## src/rtl/sw_debounce_if.sv

```systemverilog
// Switch bundle between the raw pins and the debouncer.
// Master drives raw pins, slave returns clean levels and edge pulses.
interface sw_debounce_if #(
  parameter int NUM_SW = 3
);
  logic [NUM_SW-1:0] sw;
  logic [NUM_SW-1:0] sw_db;
  logic [NUM_SW-1:0] sw_rise;
  logic [NUM_SW-1:0] sw_fall;

  modport master (
    output sw,
    input  sw_db,
    input  sw_rise,
    input  sw_fall
  );

  modport slave (
    input  sw,
    output sw_db,
    output sw_rise,
    output sw_fall
  );
endinterface

```

## src/rtl/sw_debounce.sv

```systemverilog
// Per-channel 2-FF synchroniser and counter debouncer.
// Emits clean levels plus registered one-cycle rise/fall pulses.
module sw_debounce #(
  parameter int NUM_SW          = 3,
  parameter int DEBOUNCE_CYCLES = 4,
  parameter int SW_ACTIVE_LOW   = 0
) (
  input  logic          clk,
  input  logic          rst_n,
  sw_debounce_if.slave  bus
);

  localparam int CW =
    (DEBOUNCE_CYCLES > 2) ? $clog2(DEBOUNCE_CYCLES) : 1;
  localparam logic [CW-1:0] CMAX =
    CW'(DEBOUNCE_CYCLES - 1);
  localparam logic [NUM_SW-1:0] POL =
    (SW_ACTIVE_LOW != 0) ? '1 : '0;

  if (DEBOUNCE_CYCLES < 2) begin : g_bad_cfg
    $error("sw_debounce: DEBOUNCE_CYCLES must be >= 2");
  end

  logic [NUM_SW-1:0] lvl;
  logic [NUM_SW-1:0] s1_q;
  logic [NUM_SW-1:0] s2_q;
  logic [NUM_SW-1:0] db_q;
  logic [NUM_SW-1:0] db_d;
  logic [NUM_SW-1:0] rise_q;
  logic [NUM_SW-1:0] rise_d;
  logic [NUM_SW-1:0] fall_q;
  logic [NUM_SW-1:0] fall_d;
  logic [CW-1:0]     cnt_q [NUM_SW];
  logic [CW-1:0]     cnt_d [NUM_SW];

  assign lvl = bus.sw ^ POL;

  // Count consecutive mismatches; accept the new level on the last one.
  always_comb begin
    db_d  = db_q;
    cnt_d = '{default: '0};
    for (int i = 0; i < NUM_SW; i++) begin
      if (s2_q[i] != db_q[i]) begin
        if (cnt_q[i] == CMAX) begin
          db_d[i] = s2_q[i];
        end else begin
          cnt_d[i] = cnt_q[i] + 1'b1;
        end
      end
    end
    rise_d = db_d & ~db_q;
    fall_d = ~db_d & db_q;
  end

  // Sync chain, counters, level and pulse registers.
  always_ff @(posedge clk or negedge rst_n) begin
    if (!rst_n) begin
      s1_q   <= '0;
      s2_q   <= '0;
      db_q   <= '0;
      rise_q <= '0;
      fall_q <= '0;
      cnt_q  <= '{default: '0};
    end else begin
      s1_q   <= lvl;
      s2_q   <= s1_q;
      db_q   <= db_d;
      rise_q <= rise_d;
      fall_q <= fall_d;
      cnt_q  <= cnt_d;
    end
  end

  assign bus.sw_db   = db_q;
  assign bus.sw_rise = rise_q;
  assign bus.sw_fall = fall_q;

endmodule

```

## src/flat_wrapper.sv

```systemverilog
// flat-port wrapper written by rule: the top's interface ports become plain ports
module sw_debounce_flat 
#(
  parameter int NUM_SW          = 3,
  parameter int DEBOUNCE_CYCLES = 4,
  parameter int SW_ACTIVE_LOW   = 0
)
  (clk, rst_n, bus_sw, bus_sw_db, bus_sw_rise, bus_sw_fall);
  sw_debounce_if #(.NUM_SW(NUM_SW)) bus_i ();
  input  logic clk;
  input  logic rst_n;
  input wire logic [$bits(bus_i.sw)-1:0] bus_sw;
  output wire logic [$bits(bus_i.sw_db)-1:0] bus_sw_db;
  output wire logic [$bits(bus_i.sw_rise)-1:0] bus_sw_rise;
  output wire logic [$bits(bus_i.sw_fall)-1:0] bus_sw_fall;
  assign bus_i.sw = bus_sw;
  assign bus_sw_db = bus_i.sw_db;
  assign bus_sw_rise = bus_i.sw_rise;
  assign bus_sw_fall = bus_i.sw_fall;
  sw_debounce #(.NUM_SW(NUM_SW), .DEBOUNCE_CYCLES(DEBOUNCE_CYCLES), .SW_ACTIVE_LOW(SW_ACTIVE_LOW)) u_core (.clk(clk), .rst_n(rst_n), .bus(bus_i));
endmodule
```

## config.mk

```make
export PLATFORM = sky130hd
export DESIGN_NAME = sw_debounce_flat
export DESIGN_NICKNAME = d
export VERILOG_FILES = /design/src/rtl/sw_debounce_if.sv /design/src/rtl/sw_debounce.sv /design/src/flat_wrapper.sv
export SDC_FILE = /design/constraint.sdc
export NUM_CORES = 1
export LEC_CHECK = 0
export BUFFER_PORTS_ARGS = -buffer_cell sky130_fd_sc_hd__buf_2
export CAP_MARGIN = 20
export CORE_MARGIN = 1.5
export CORE_UTILIZATION = 50
export DETAILED_ROUTE_END_ITERATION = 10
export PLACE_DENSITY = 0.72
export SLEW_MARGIN = 20
export SYNTH_ARGS = -nofsm -noshare
export SYNTH_HDL_FRONTEND = slang
export SYNTH_SLANG_ARGS = --single-unit
```

## constraint.sdc

```tcl
create_clock -name clk -period 1.24 [get_ports clk]
set_input_delay 0.124 -clock clk [delete_from_list [all_inputs] [get_ports clk]]
set_output_delay 0.124 -clock clk [all_outputs]
set_load 0.05 [all_outputs]
```

==> impl_metrics.yaml <==
timing:
  finalCritPeriodShare_pct: 91.3
  finalSetupViolations: 0
  skew_ns: 0.00621
  rsz0062_at_grt: "no"
  fin_crit_ns: 1.13
  hold_viol_final: 0
  max_freq_mhz: 883
  tns_ns: 0
  tightest_slew_ns: 0.441
  final_max_slew_viol_count: 0
  slew_headroom_pct: 70.6
clock_network:
  worstSkewPairLatency_ns: 0.30
  clockBufferDepth: 2
  clkSinkCount: 21
  htreeDepth: 1
  root_buffer: "clkbuf_4"
  holdBufCountCts: 4
  cts_tree: "yes"
  post_cts_buffers: 0
  clk_pin_slew_ns: 0.11
  numCtsBuffers: 3
  cts_resized: 0
pwr:
  leakage_nw: 0.445
  p_clk_share_pct: 17.4
  p_per_area_nw_per_um2: 2110
  design_power_total_w: 0.00182
  seqPwrFrac_pct: 51.1
  pwr-share-comb_pct: 31.5
  p_sw_share_pct: 36.3
  switching_power_w: 0.000662
  power.internal_w: 0.00116
  ir_drop_mv: 1.07
placed_design:
  gp_congestion: 0.593
  dp_hpwl_um: 587
  io_buffer_count: 13
critical_path:
  crit_fanout: 4
  crit_start: "u_core.bus.sw_db[2]"
  arrival_ns: 1.01
  crit_type: "reg -> out"
  setup.worst_path.start_class: "register"
  r2r_slack_ns: 0.19
  cp.required_ns: 1.12
  crit_end: "bus_sw_db[2]"
  cp_slowest_cell: "dfrtp_1"
  r2r_cells: 2
  cp_slowest_stage_delay_ns: 0.42
  path_cells: "buf_2"
  crit_path_end_kind: "output pin"
  r2r-start: "u_core.cnt_q[2]"
  crit_family: "flip-flops"
  reg2reg_to: "u_core.bus.sw_db[1]"
  path_buf_inv: 1
  cp.depth: 1
drt:
  via_count: 403
  wl_per_cell_um: 10.7
  wirelength_um: 887
  drcViolationCount: 0
  drt_iter0_markers: 3
  antenna_left: 0
  post_drt_via_cell_ratio: 4.86
  first_pass_iters: 3
global_route:
  grt_use_total_pct: 15.5
  grt_overflow: 0
  grt_max_degree: 22
  antenna_found_initial: 0
  grt_pass1_vias: 392
  grt_pass1_wl_mm: 1.52
logic_synthesis:
  ys_seq_elements: 21
  yosysUniqueCellTypes: 12
  synth_area_um2: 714
  yosys-top-cells-area: "dfrtp_1 (74%), ha_1 (5.3%), nor3_2 (4.2%)"
  synth.largest_area_cell: "dfrtp_1"
  syn_nets: 55
  syn_avg_cell_area_um2: 15.2
  synth.top_cell.area_share_pct: 73.6
  synth-seq-area-share_pct: 73.6
  synth_warnings: 0
  syn_inst: 47
die:
  io_pins: 14
  die_height_um: 40.8
  start_util_pct: 54.2
  core_um2: 1320
  die-area_um2: 1660
  num_rows: 13
  die_w_um: 40.8
cells_and_area:
  fill_cells: 88
  multi_input_area_um2: 181
  fin_util_pct: 65.6
  nets: 77
  syn2layout_area_growth_pct: 21.0
  drive_gt1_share_pct: 30.9
  antenna_cells: 0
  register_area_um2: 526
hold_path:
  min_path_type: "in -> async"
run_status:
  outcome: "completed"
flow_run:
  maxCapViolations: 0
[cells by family after synthesis]
logic type | synth area share [%]
compound gates | 1.40
xor+xnor | 3.68
fa+ha+maj | 5.25
buf+inv | 1.05
flops | 73.6
mux | 1.58
simple gates | 13.5
[registers in the layout, indices dropped and copies added (netlist names)]
| register | cells |
|---|---|
| u_core.s2_q | 3 |
| u_core.s1_q | 3 |
| u_core.cnt_q | 6 |
| u_core.bus.sw_fall | 3 |
| u_core.bus.sw_rise | 3 |
| u_core.bus.sw_db | 3 |
[routing by layer]
metal	GRT usage [%]	share of wire [%]	vias to the layer above	wire length, µm
li1	-	-	196	-
met1	17.3	48	191	426
met2	23.0	45	13	397
met3	4.89	4.1	3	36
met4	15.0	3.0	0	27
met5	0	0	-	0
[placed cells by master (no fill, tap or decap), drive strengths merged]
master / n
nor2: 3
nor2b: 3
dlygate4sd3: 4
nand2: 3
nor3: 3
dfrtp: 21
ha: 3
and3b: 1
buf: 13
mux2: 1
clkbuf: 4
o21ai: 2
nor3b: 2
xnor2: 3
inv: 2
[worst min path at each step]
stage | to | slack [ns] | cells after the start
2_1_floorplan | u_core.bus.sw_db[0] | -0.17 | 0
3_3_place_gp | u_core.bus.sw_db[0] | 0.09 | 1
3_5_place_dp | u_core.bus.sw_fall[0] | 0.09 | 1
4_1_cts | u_core.bus.sw_db[0] | 0.29 | 2
5_1_grt | u_core.bus.sw_rise[1] | 0.35 | 2
6_report | u_core.bus.sw_fall[0] | 0.29 | 2
[stage by stage]
stage,cell area [µm²],hold slack [ns],setup slack [ns],std cells
after detailed placement,798,0.0948,0.199,75
after global routing,865,0.346,0.0579,83
after CTS,865,0.292,0.0908,83
final,865,0.294,0.108,83
after floorplan,714,-0.172,0.186,47
after global placement,798,0.0901,0.221,75
[power by group through the flow]
stage          clock, W  combinational, W  sequential (W)
6_report       0.000317          0.000575        0.000932
3_3_place_gp          0          0.000559        0.000942
4_1_cts        0.000331          0.000584        0.000934
5_1_grt        0.000355          0.000627        0.000957
3_5_place_dp          0          0.000571        0.000947
2_1_floorplan         0          0.000244         0.00114
[worst register-to-register path: cells and delay by family (launching register included)]
kind,cells,cell delay [ns]
multiplexers,1,0.35
adder cells (fa/ha/maj),1,0.23
flip-flops,1,0.37
[Yosys cell counts]
library cell	instances
and3b_2	1
dfrtp_1	21
ha_1	3
inv_1	2
mux2_2	1
nand2_1	3
nor2_1	3
nor2b_1	3
nor3_2	3
nor3b_1	2
o21ai_0	2
xnor2_1	3
[final cells by class]
class	count	area share [%]
timing repair buffer	17	12.2
clock buffer	4	3.04
sequential	21	60.8
tap	15	2.17
inverter	2	0.868
multi-input combinational	24	21.0
Power figures use the tool's default switching activity.
